## config.mk

```make
export PLATFORM = sky130hd
export DESIGN_NAME = des_perm_pipe
export DESIGN_NICKNAME = d
export VERILOG_FILES = /design/src/rtl/des_perm_pipe.sv
export SDC_FILE = /design/constraint.sdc
export NUM_CORES = 1
export LEC_CHECK = 0
export ABC_CLOCK_PERIOD_IN_PS = 16100
export BUFFER_PORTS_ARGS = -buffer_cell sky130_fd_sc_hd__buf_2
export CAP_MARGIN = 10
export CORE_UTILIZATION = 40
export CTS_CLUSTER_SIZE = 28
export DETAILED_ROUTE_END_ITERATION = 7
export PLACE_DENSITY_LB_ADDON = 0.15
export SLEW_MARGIN = 20
export SYNTH_ARGS = -nofsm -noshare
export SYNTH_HDL_FRONTEND = slang
export SYNTH_SLANG_ARGS = --single-unit
```

## constraint.sdc

```tcl
create_clock -name clk -period 16.1 [get_ports clk]
set_input_delay 1.61 -clock clk [delete_from_list [all_inputs] [get_ports clk]]
set_output_delay 1.61 -clock clk [all_outputs]
set_load 0.02 [all_outputs]
```

## src/rtl/des_perm_pipe.sv

```systemverilog
// Elastic DES bit-permutation pipeline: bypass, IP, IP^-1 or half-swap + IP^-1
// applied per 64-bit lane, behind a valid/ready handshake with backpressure.
module des_perm_pipe #(
  parameter int unsigned LANES      = 1,
  parameter int unsigned PIPE_DEPTH = 2,
  parameter int unsigned CNT_W      = 32
) (
  input  logic                  clk,
  input  logic                  rst_n,
  input  logic                  in_valid,
  output logic                  in_ready,
  input  logic [1:0]            in_mode,
  input  logic [64*LANES-1:0]   in_data,
  output logic                  out_valid,
  input  logic                  out_ready,
  output logic [1:0]            out_mode,
  output logic [64*LANES-1:0]   out_data,
  output logic                  busy,
  output logic [CNT_W-1:0]      beat_cnt
);

  localparam int unsigned DW   = 64 * LANES;
  localparam int unsigned LAST = PIPE_DEPTH - 1;

  // Table entries are FIPS 46-3 bit numbers: DES bit 1 is lane bit 63.
  localparam int unsigned IP_TAB [64] = '{
    58, 50, 42, 34, 26, 18, 10,  2,
    60, 52, 44, 36, 28, 20, 12,  4,
    62, 54, 46, 38, 30, 22, 14,  6,
    64, 56, 48, 40, 32, 24, 16,  8,
    57, 49, 41, 33, 25, 17,  9,  1,
    59, 51, 43, 35, 27, 19, 11,  3,
    61, 53, 45, 37, 29, 21, 13,  5,
    63, 55, 47, 39, 31, 23, 15,  7
  };

  localparam int unsigned IPI_TAB [64] = '{
    40,  8, 48, 16, 56, 24, 64, 32,
    39,  7, 47, 15, 55, 23, 63, 31,
    38,  6, 46, 14, 54, 22, 62, 30,
    37,  5, 45, 13, 53, 21, 61, 29,
    36,  4, 44, 12, 52, 20, 60, 28,
    35,  3, 43, 11, 51, 19, 59, 27,
    34,  2, 42, 10, 50, 18, 58, 26,
    33,  1, 41,  9, 49, 17, 57, 25
  };

  function automatic logic [63:0] permute(input logic [63:0] x, input logic inv);
    logic [63:0] y;
    y = '0;
    for (int j = 0; j < 64; j++) begin
      if (inv) y[6'(63 - j)] = x[6'(64 - IPI_TAB[j])];
      else     y[6'(63 - j)] = x[6'(64 - IP_TAB[j])];
    end
    return y;
  endfunction

  // Mode 11 swaps halves so L16R16 from the rounds becomes R16L16 before IP^-1.
  function automatic logic [63:0] lane_perm(input logic [63:0] x, input logic [1:0] m);
    logic [63:0] y;
    case (m)
      2'b00:   y = x;
      2'b01:   y = permute(x, 1'b0);
      2'b10:   y = permute(x, 1'b1);
      default: y = permute({x[31:0], x[63:32]}, 1'b1);
    endcase
    return y;
  endfunction

  logic [DW-1:0] w_perm;
  logic          w_adv   [PIPE_DEPTH];
  logic          w_busy;

  logic          r_valid [PIPE_DEPTH];
  logic [DW-1:0] r_data  [PIPE_DEPTH];
  logic [1:0]    r_mode  [PIPE_DEPTH];
  logic [CNT_W-1:0] r_cnt;

  for (genvar g = 0; g < int'(LANES); g++) begin : g_lane
    assign w_perm[64*g +: 64] = lane_perm(in_data[64*g +: 64], in_mode);
  end

  // A stage can load when it or any stage after it is empty, or the sink takes.
  always_comb begin
    for (int s = 0; s < int'(PIPE_DEPTH); s++) begin
      w_adv[s] = out_ready;
      for (int t = s; t < int'(PIPE_DEPTH); t++) begin
        if (!r_valid[t]) w_adv[s] = 1'b1;
      end
    end
  end

  always_comb begin
    w_busy = 1'b0;
    for (int s = 0; s < int'(PIPE_DEPTH); s++) begin
      w_busy = w_busy | r_valid[s];
    end
  end

  always_ff @(posedge clk) begin
    if (!rst_n) begin
      r_cnt <= '0;
      for (int s = 0; s < int'(PIPE_DEPTH); s++) begin
        r_valid[s] <= 1'b0;
        r_data[s]  <= '0;
        r_mode[s]  <= '0;
      end
    end else begin
      if (w_adv[0]) begin
        r_valid[0] <= in_valid;
        if (in_valid) begin
          r_data[0] <= w_perm;
          r_mode[0] <= in_mode;
        end
      end
      for (int s = 1; s < int'(PIPE_DEPTH); s++) begin
        if (w_adv[s]) begin
          r_valid[s] <= r_valid[s-1];
          if (r_valid[s-1]) begin
            r_data[s] <= r_data[s-1];
            r_mode[s] <= r_mode[s-1];
          end
        end
      end
      if (r_valid[LAST] && out_ready) r_cnt <= r_cnt + CNT_W'(1);
    end
  end

  assign in_ready  = rst_n && w_adv[0];
  assign out_valid = r_valid[LAST];
  assign out_data  = r_data[LAST];
  assign out_mode  = r_mode[LAST];
  assign busy      = w_busy;
  assign beat_cnt  = r_cnt;

endmodule

```

# --- After elaboration in Yosys (flattened, before gate mapping) ---
# Memories as Yosys holds them, arrays and structs flattened.
# Cells that the tools add are included.
word_totals:
  regBits: 32
  ramBits: 134
  in_bits: 70
  output_inout_bits: 101
  wordCells: 42
  n_memories: 3
classes:
  add_sub_neg: 1
  n_eq_ne: 2
  n_mux: 25
  bitwise_logic: 7
  n_reduce_logical: 3
mem_list:
  columns: ["memory", "words", "width", "read_ports", "rd_ports_with_merged_regs", "write_ports", "line_no", "rtl"]
  rows:
  - ["r_data", 2, 64, 2, 0, 2, "75", "logic [DW-1:0] r_data [PIPE_DEPTH];"]
  - ["r_mode", 2, 2, 2, 0, 2, "76", "logic [1:0] r_mode [PIPE_DEPTH];"]
  - ["r_valid", 2, 1, 2, 0, 2, "74", "logic r_valid [PIPE_DEPTH];"]
ops:
  columns: ["op", "n"]
  rows:
  - ["$pmux W64 S3", 1]
  - ["$mux W64", 2]
  - ["$add A32 B1 Y32 const B", 1]
  - ["$mux W1", 20]
  - ["$or A1 B1 Y1", 7]
  - ["$mux W2", 2]
  - ["$eq A2 B1 Y1 const B", 1]
  - ["$eq A2 B2 Y1 const B", 1]
  - ["$logic_and A1 B1 Y1", 2]
  - ["$logic_not A2 Y1", 1]

# --- Depth between registers and ports, before layout ---
depth:
  word_depth: 6
  depth_mapped: 7
  ltp_nobuf: 5

# --- Worst setup path before layout ---
# No wires, ideal clock.
synth_path:
  path_kind: "in2reg"
  start: "input out_ready"
  end: "memory r_data[0][100] (netlist name), enable pin"
  setup_ns: 0.581
  arrival_time_ns: 6.331
  required_time_ns: 15.519
  path_slack_ns: 9.188
  path_stages: 2
  n_path_buf: 0
  cell_sequence: "nor2b_1 > o21ai_0"
synth_lines:
  columns: ["element", "line_no", "rtl"]
  rows:
  - ["start, declared", "15", "input logic out_ready,"]
  - ["end, declared", "75", null]

# --- Final worst setup path ---
layout_path:
  start: "input rst_n"
  end: "output in_ready"
layout_via:
  elab_chain_len: 1
layout_rtl:
  columns: ["element", "line_no", "rtl"]
  rows:
  - ["start, declared", "9", "input logic rst_n,"]
  - ["$logic_and A1 B1 Y1", "129", "assign in_ready = rst_n && w_adv[0];"]
  - ["end, declared", "11", "output logic in_ready,"]
# Every way passes these cells.

==> summary.md <==
| Metric | Value |
|---|---|
| Post-Syn Nets | ~650 |
| First-pass GRT wire length | 25720 um |
| Count of different cell masters after synthesis | 35 |
| Worst-case clock buffer depth | 2 |
| CP max FO | 30 |
| Pleak | about 3.5 nW |
| Post-Syn Area per Cell | 13.26 um^2 |
| Final setup margin | about 12 ns |
| Worst path most repeated cell | buf_2 |
| Die Span Y | 141.0 um |
| Setup bufs post-CTS | 0 |
| Setup TNS | 0 ns |
| FF+latch count, synth | ~170 |
| Hold Path Sink | beat_cnt[1] |
| Clk_skew | just over 0.005 ns |
| Slowest Stage Delay on Critical Path | 0.48 ns |
| Io pins | 171 |
| Fin. Hold Viols | 0 |
| CTS tree | built |
| Final Setup Violations | 0 |
| Final RePlAce weighted congestion | 0.8090 |
| Core ar. | roughly 19000 um^2 |
| Fin. max-slew vios | 0 |
| Drt total wl | between 15000 and 20000 um |
| Crit end category | output port |
| Clk Latency, worst-skew pair | 0.42 ns |
| Layout Area Growth over Synthesis | 15.63% |
| Setup CP Type | input port to output port |
| Min-Delay Path Depth | 2 |
| Worst R2R Setup Slack | around 14 ns |
| Clk root buf | clkbuf_16 |
| Largest net degree at the start of global routing | between 60 and 70 |
| Nets@finish | around 750 |
| Top cells by count, synth | edfxtp_1 (134), and2_1 (100), buf_4 (66) |
| Via count | approximately 4700 |
| HP Start | beat_cnt[1] |
| Pre-CTS setup slack | ~12 ns |
| HP Class | register to register |
| Initial DRC count | between 200 and 300 |
| Worst Tran Pin Value | roughly 0.95 ns |
| Dominant synthesized flop cell | edfxtp_1 |
| Top cell type's share of synthesized area | 0.5205 |
| Max Cap Viol | 0 |
| Synth top area cells | edfxtp_1 (52%), mux4_2 (8.7%), dfxtp_1 (8.3%), and2_1 (8.1%), buf_4 (6.4%) |
| R2r worst-path depth | 4 |
| Post-synthesis sequential area ratio | 0.6033 |
| Worst r2r src | beat_cnt[11] |
| Post-Syn Area | around 7700 um^2 |
| Number of synthesized flops with an enable pin | around 130 |
| Fraction of layout cells with a size suffix above 1 | 0.3463 |
| CP arrival | a little under 3 ns |
| Die width | between 100 and 150 um |
| Initial antenna violation count | 3 |
| CP Buf/Inv Count | 3 |
| # H-tree levels | 4 |
| RSZ-0062 raised after global routing | false |
| Starting density of the core | 0.4106 |
| Startpoint Class | input port |
| Post-detail-place hpwl | approximately 12000 um |
| Vias in the first global route | ~4500 |
| VDD IR max | between 0.07 and 0.08 mV |
| DR vias/cell | slightly below 5 |
| Initial DRT Pass Iterations | 4 |
| Port bufs | 170 |
| Post-DRT Antenna Nets | 0 |
| TritonCTS Buffers | 17 |
| Grt ovf | 0 |
| Clock sink total | 166 |
| Drc violations | 0 |
| # hold bufs at CTS | 0 |
| Critical R2R Capture | beat_cnt[26] |
| Worst slew margin | 0.3660 |
| Required time of the critical path | around 14 ns |
| Synth warnings | 0 |
| PwrDens | ~110 nW/um^2 |
| CTS resizes | 0 |
| CP top delay family | buffers and inverters |
| Final Instance Count excl. Fillers | 956 |
| Status | completed |
| WL/cell | roughly 18 um |
| Share of synthesized registers carrying an async set or reset | 0 |
| Total track usage | 0.1741 |
| CP max stage cell | inv_1 |
| Synth area leader | edfxtp_1 |
| Tcrit/Tclk final | 0.2805 |
| CP Cell Sequence | buf_2 -> inv_1 -> a21oi_1 -> buf_2 |
| Cell Rows | 50 |
| Hold_ws | slightly below 0.5 ns |
| Final Critical Period | roughly 4.5 ns |
| Mapped Cells | between 500 and 600 |
| Placed insts | slightly above 900 |
| Die area | between 15000 and 20000 um^2 |
| Util after Layout | 0.4748 |
| Most frequent cell after synthesis | edfxtp_1 |
| Peak Freq | ~220 MHz |
| Clk slew on worst S/H paths | 0.06 ns |
==> metrics by stage <==
step           total power, mW  cell area, um^2
3_5_place_dp            0.6107             8381
5_1_grt                  1.023             8937
4_1_cts                 0.9970             8930
6_report                0.9847             8940
3_3_place_gp            0.6071             8333
2_1_floorplan           0.5878             7731
==> worst reg2reg max path, stage by stage, from the launching register on <==
cell and delay, ns:
dfxtp_1 0.44, nand4_1 0.50, or3_1 0.71, or4_1 0.54, a21oi_1 0.15
==> placed cells by master (no fill, tap or decap), drive strengths merged, types with 3 or more instances in the layout <==
master and count:
nor4 6, a21oi 20, mux2i 5, xnor2 7, o31ai 11, nor3 6
edfxtp 134, nand3 13, and2 100, diode 3, or3 7, nor2 11
xor2 3, o21ai 7, buf 175, nand2b 5, nor2b 32, nand2 16
mux4 30, clkinv 7, nand4 6, clkbuf 21, inv 11, dfxtp 32
or4 14
==> kinds of logic after synthesis <==
logic type	Yosys count	synth area share
and+or+nand+nor	221	0.1720
adders and majority gates	1	0.001618
muxes	35	0.09387
DFF	166	0.6033
AOI/OAI and AO/OA	42	0.03204
buffers and inverters	108	0.08577
xor gates and xnor gates	10	0.01133
==> where the power goes <==
| part | internal (mW) | switching, mW | total (mW) |
|---|---|---|---|
| sequential | 0.495 | 0.00734 | 0.502 |
| clock | 0.226 | 0.159 | 0.385 |
| combinational | 0.0387 | 0.0587 | 0.0974 |
| total | 0.760 | 0.225 | 0.985 |
==> layout make-up <==
type | instances | area, um^2
Clock buffer | 21 | 440.4
Fill cell | 1722 | 9891
Sequential cell | 166 | 4664
Tap cell | 260 | 325.3
Timing Repair Buffer | 175 | 923.4
Clock inverter | 11 | 108.9
Inverter | 11 | 41.29
Multi-Input combinational cell | 309 | 2429
Antenna cell | 3 | 7.507
==> routing by layer <==
metal  part of all wire  global-route usage
met4              0.026             0.08467
met1               0.45              0.2409
met5            0.00053                   0
met2               0.45              0.2482
met3              0.069             0.05299
==> registers in the layout, summed over array words and instances (netlist names) <==
| name | flops |
|---|---|
| r_mode | 4 |
| beat_cnt | 32 |
| r_data | 128 |
| r_valid | 2 |
==> worst max path at each step <==
stage,startpoint,end,slack [ns],depth (start not counted)
6_report,rst_n,in_ready,11.58,4
5_1_grt,rst_n,in_ready,11.48,4
4_1_cts,rst_n,in_ready,11.58,4
3_5_place_dp,rst_n,in_ready,11.58,4
3_3_place_gp,rst_n,in_ready,11.67,4
2_1_floorplan,out_ready,r_data[0][100],9.19,2
(Power assumes the default switching activity.)
